**src/rtl/timer_bus.sv**
```systemverilog
// Memory-mapped interval timer: prescaled 32-bit counter with compare/auto-reload,
// sticky W1C status and registered interrupt. Define TIMER_PRESCALE_EN to build the prescaler.
module timer_bus #(
  parameter int          ADDR_W        = 5,
  parameter logic [31:0] RESET_COMPARE = 32'hFFFF_FFFF
) (
  input  logic              clk,
  input  logic              rst,
  input  logic              bus_req,
  input  logic              bus_we,
  input  logic [ADDR_W-1:0] bus_addr,
  input  logic [31:0]       bus_wdata,
  output logic [31:0]       bus_rdata,
  output logic              bus_ack,
  output logic              timer_int
);

  logic [2:0]  ctrl;
  logic [31:0] count;
  logic [31:0] count_nxt;
  logic [31:0] compare;
  logic        match;
  logic        ovf;
  logic        tick;
  logic [31:0] prescale_rd;
  logic [31:0] rd_mux;
  logic [2:0]  sel;
  logic        access;
  logic        wr_ctrl;
  logic        wr_count;
  logic        wr_compare;
  logic        wr_status;
  logic        cnt_eq_cmp;
  logic        cnt_max;
  logic        set_match;
  logic        set_ovf;
  logic        unused_addr;

  // A request arriving during the ack cycle is the tail of the previous access.
  assign access      = bus_req && !bus_ack;
  assign sel         = bus_addr[4:2];
  assign unused_addr = ^bus_addr[1:0];

  assign wr_ctrl    = access && bus_we && (sel == 3'd0);
  assign wr_count   = access && bus_we && (sel == 3'd2);
  assign wr_compare = access && bus_we && (sel == 3'd3);
  assign wr_status  = access && bus_we && (sel == 3'd4);

`ifdef TIMER_PRESCALE_EN
  logic [31:0] prescale;
  logic [31:0] pre_cnt;
  logic        wr_prescale;

  assign wr_prescale = access && bus_we && (sel == 3'd1);
  assign tick        = ctrl[0] && (pre_cnt == prescale);
  assign prescale_rd = prescale;

  always_ff @(posedge clk) begin
    if (!rst) begin
      prescale <= '0;
      pre_cnt  <= '0;
    end else begin
      if (wr_prescale) prescale <= bus_wdata;
      if (wr_prescale || wr_count) pre_cnt <= '0;
      else if (ctrl[0]) pre_cnt <= tick ? '0 : pre_cnt + 32'd1;
    end
  end
`else
  assign tick        = ctrl[0];
  assign prescale_rd = '0;
`endif

  assign cnt_eq_cmp = (count == compare);
  assign cnt_max    = &count;
  assign set_match  = tick && cnt_eq_cmp;
  // A match with auto-reload returns to 0 without wrapping, so it is not an overflow.
  assign set_ovf    = tick && cnt_max && !(cnt_eq_cmp && ctrl[1]);

  always_comb begin
    count_nxt = count;
    if (wr_count) begin
      count_nxt = bus_wdata;
    end else if (tick) begin
      if (cnt_eq_cmp && ctrl[1]) count_nxt = '0;
      else count_nxt = count + 32'd1;
    end
  end

  always_comb begin
    rd_mux = '0;
    case (sel)
      3'd0:    rd_mux = {29'd0, ctrl};
      3'd1:    rd_mux = prescale_rd;
      3'd2:    rd_mux = count;
      3'd3:    rd_mux = compare;
      3'd4:    rd_mux = {30'd0, ovf, match};
      default: rd_mux = '0;
    endcase
  end

  always_ff @(posedge clk) begin
    if (!rst) begin
      bus_ack   <= 1'b0;
      bus_rdata <= '0;
      ctrl      <= '0;
      count     <= '0;
      compare   <= RESET_COMPARE;
      match     <= 1'b0;
      ovf       <= 1'b0;
      timer_int <= 1'b0;
    end else begin
      bus_ack   <= access;
      bus_rdata <= (access && !bus_we) ? rd_mux : '0;
      if (wr_ctrl) ctrl <= bus_wdata[2:0];
      if (wr_compare) compare <= bus_wdata;
      count     <= count_nxt;
      match     <= set_match | (match & ~(wr_status & bus_wdata[0]));
      ovf       <= set_ovf | (ovf & ~(wr_status & bus_wdata[1]));
      timer_int <= ctrl[2] & (match | ovf);
    end
  end

endmodule

```
**config.mk**
```make
export PLATFORM = sky130hd
export DESIGN_NAME = timer_bus
export DESIGN_NICKNAME = d
export VERILOG_FILES = /design/src/rtl/timer_bus.sv
export SDC_FILE = /design/constraint.sdc
export NUM_CORES = 1
export LEC_CHECK = 0
export CAP_MARGIN = 20
export CORE_UTILIZATION = 27
export CTS_BUF_LIST = sky130_fd_sc_hd__clkbuf_16
export DETAILED_ROUTE_END_ITERATION = 7
export DONT_BUFFER_PORTS = 1
export GPL_TIMING_DRIVEN = 0
export SLEW_MARGIN = 20
export SYNTH_ARGS = -nofsm -noshare
export SYNTH_HDL_FRONTEND = slang
export SYNTH_SLANG_ARGS = --single-unit
```
**constraint.sdc**
```tcl
create_clock -name clk -period 5.5 [get_ports clk]
set_clock_uncertainty 0.1 [all_clocks]
set_input_delay 0.55 -clock clk [delete_from_list [all_inputs] [get_ports clk]]
set_output_delay 0.55 -clock clk [all_outputs]
set_load 0.02 [all_outputs]
```
==> impl_metrics.ini <==
[detailed_routing]
drtIter0Drc = 278
vias = 3886
ant_nets = 0
drt-wirelength-per-cell_um = 17.6
first_pass_iters = 4
drt_wl_total_mm = 14.0
vias_per_cell = 4.88
drc = 0

[floorplan]
start_util_pct = 27.6
coreArea_mm2 = 0.0173
dieArea_mm2 = 0.0182
die_h_um = 135
row_count = 48
die_w_um = 135
pin_count = 75

[clock_tree]
cts_max_level = 3
cts.sinks = 103
cts.path.max_buffers = 2
hold_buffers = 0
cts_root_buf = clkbuf_16
cts_made_buffers = 9
clkSlewWorstSetupHoldPaths_ns = 0.07
tritoncts = yes
cts_resized = 0
post-cts-setup-buffers = 0
clkLatencyLatePin_ns = 0.36

[critical_path]
cp_cell_sequence = buf_4 -> xnor2_1 -> nand4_1 -> nor4_1 -> nand3_1 -> o31ai_4 -> buf_4 -> a211oi_1
r2r_slack_ns = 2.24
critPathMostFrequentCell = buf_4
worstSetupStartpointType = flip-flop
regToRegStartpoint = count[22]
crit_required_ns = 5.61
critPathArrivalTime_ns = 3.37
critPathMaxStageDelay_ns = 0.64
path_class = flip-flop to flip-flop
path_max_fanout = 10
timing.rr.end = count[19]
setup.worst_path.end_class = flip-flop
r2r_cells = 8
cpMaxStageDelayCell = nor4_1

[layout]
drive_above_1_share_pct = 7.53
fillers = 1878
multi_input_area_mm2 = 0.00245
diodes = 0
syn_to_final_growth_pct = 11.3
final_nets = 608
seqCellArea_mm2 = 0.00206

[pwr]
p_leak_nw = 1.87
p_per_area_mw_per_mm2 = 271
irDropWorstVdd_v = 0.000152

[timing]
fin_crit_ns = 3.26
max_freq_mhz = 306
grt_setup_unrepaired = false
slew-limit-headroom_pct = 54.1
worst_pin_slew_ns = 0.682
fin_hold_ws_ns = 0.214
fin_crit_sh_pct = 59.4
finalSetupTns_ns = 0
hold_violations = 0
setup_viol = 0
final_max_slew_viol_count = 0

[yosys]
syn-cell-area_mm2 = 0.00477
syn-mean-instance-area_um2 = 8.59
syn_inst = 555
synth-edff-count = 0
synth_top_area_share_pct = 43.3
async_flop_share_pct = 0
synth_largest_area_cell = dfxtp_1
synthTopCellsByArea = dfxtp_1 43%, xnor2_1 7.2%, nand2_1 6.5%, nor2_1 5.3%, nand3_1 5.0%
yosysSeqAreaShare_pct = 43.3
yosys_warnings = 0
syn-num-nets = 597
synth_cell_type_count = 53
ys_ff_latch = 103
ys.flop_type = dfxtp_1

[grt]
grt_pass1_vias = 3869
antenna_found_initial = 0
grt_pass1_wl_mm = 22.1
globalRoute.totalOverflow = 0
grt_max_degree = 16
grtUsageTotal_pct = 16.3

[min_path]
hold_depth = 2
hold_path.startpoint = bus_wdata[7]
min_to = compare[7]
hold_class = input pin to flip-flop

[job]
drv_cap = 0

[placed_design]
io_buffers = 0
gp_congestion = 0.860
hpwlAfterDp_mm = 10.2

[run_status]
status = finished clean
==> cell usage after synthesis, drive strengths merged (2+ instances only) <==
| library cell | instances |
|---|---|
| a22oi | 31 |
| nor2 | 67 |
| nand2 | 83 |
| xor2 | 21 |
| and4 | 5 |
| o21ai | 6 |
| buf | 15 |
| mux2i | 4 |
| a31oi | 2 |
| nor4 | 4 |
| and3 | 5 |
| mux2 | 2 |
| xnor2 | 39 |
| nor2b | 7 |
| a211oi | 25 |
| clkbuf | 29 |
| or4 | 2 |
| nand4 | 19 |
| inv | 2 |
| nand3 | 50 |
| a21oi | 8 |
| o31ai | 4 |
| and2 | 6 |
| dfxtp | 103 |
| nor3 | 4 |
==> state kept, by name, indices dropped and copies added (netlist names) <==
signal / flops
count: 32
timer_int: 1
compare: 32
bus_ack: 1
match: 1
bus_rdata: 32
ovf: 1
ctrl: 3
==> cell families after synthesis <==
group	Yosys count	share of synthesized area [%]
and+or+nand+nor	256	26.3
DFF	103	43.3
AOI/OAI and AO/OA	81	12.5
xor gates and xnor gates	60	11.0
buffers and inverters	48	5.38
muxes	6	1.31
adders and majority gates	1	0.262
==> layout by cell type, fill, tap and decap left out, types with 3 or more instances in the layout <==
| master | n |
|---|---|
| a22oi_1 | 31 |
| inv_1 | 4 |
| clkbuf_1 | 27 |
| o31ai_1 | 3 |
| nor3_1 | 3 |
| mux2i_1 | 4 |
| and3_1 | 5 |
| a21oi_1 | 8 |
| nand3_1 | 48 |
| a211oi_1 | 24 |
| xor2_1 | 21 |
| xnor2_1 | 39 |
| clkinv_1 | 3 |
| buf_2 | 3 |
| nand4_1 | 18 |
| buf_6 | 4 |
| nor2_1 | 67 |
| nand2_1 | 82 |
| dfxtp_1 | 103 |
| buf_4 | 6 |
| and2_1 | 6 |
| clkbuf_16 | 9 |
| nor2b_1 | 7 |
| o21ai_0 | 6 |
==> metal layers <==
metal	track usage [%]	part of all wire (%)	up-vias
met5	0	0	-
met4	6.62	2.2	0
met3	4.95	7.6	19
met2	25.7	46	103
met1	20.8	44	1821
li1	-	-	1943
==> worst max-delay path: cells and delay by family, from the launching register on <==
family	cells	cell delay, ns
AOI/OAI and AO/OA	2	0.62
xor gates and xnor gates	1	0.37
buffers and inverters	2	0.44
DFF	1	0.30
and+or+nand+nor	3	1.30
==> metrics by stage <==
step | area (um^2) | std cells | power, W | setup WS (ns) | utilization [%]
after floorplan | 4770 | 555 | 0.000849 | 3.30 | -
after global placement | 5050 | 780 | 0.000873 | 2.32 | 29.2
after detailed placement | 5050 | 780 | 0.000873 | 2.30 | 29.2
after CTS | 5310 | 796 | 0.00146 | 2.30 | 30.7
after global routing | 5310 | 796 | 0.00150 | 2.08 | 30.7
final | 5310 | 796 | 0.00144 | 2.24 | 30.7
==> where the power goes <==
| part | switching (W) | internal, W | leakage [nW] |
|---|---|---|---|
| sequential | 0.0000144 | 0.000758 | 0.834 |
| clock | 0.000283 | 0.000299 | 0.133 |
| combinational | 0.0000519 | 0.0000324 | 0.903 |
==> cell type report <==
class	instances	share of cell area, %
tap	225	5.31
sequential	103	38.9
buffer	45	4.62
inverter	3	0.212
clock inverter	7	0.613
clock buffer	9	4.24
multi-input combinational	404	46.1
==> how the worst max path moves through the flow <==
stage / start / end / slack (ns)
finish: count[22] / count[19] / 2.24
global route: count[22] / count[19] / 2.08
CTS: count[22] / count[19] / 2.30
detailed placement: count[22] / count[20] / 2.30
global placement: count[22] / count[20] / 2.32
floorplan: bus_addr[4] / count[12] / 3.30
No activity file was read; power rests on OpenSTA's default activity.
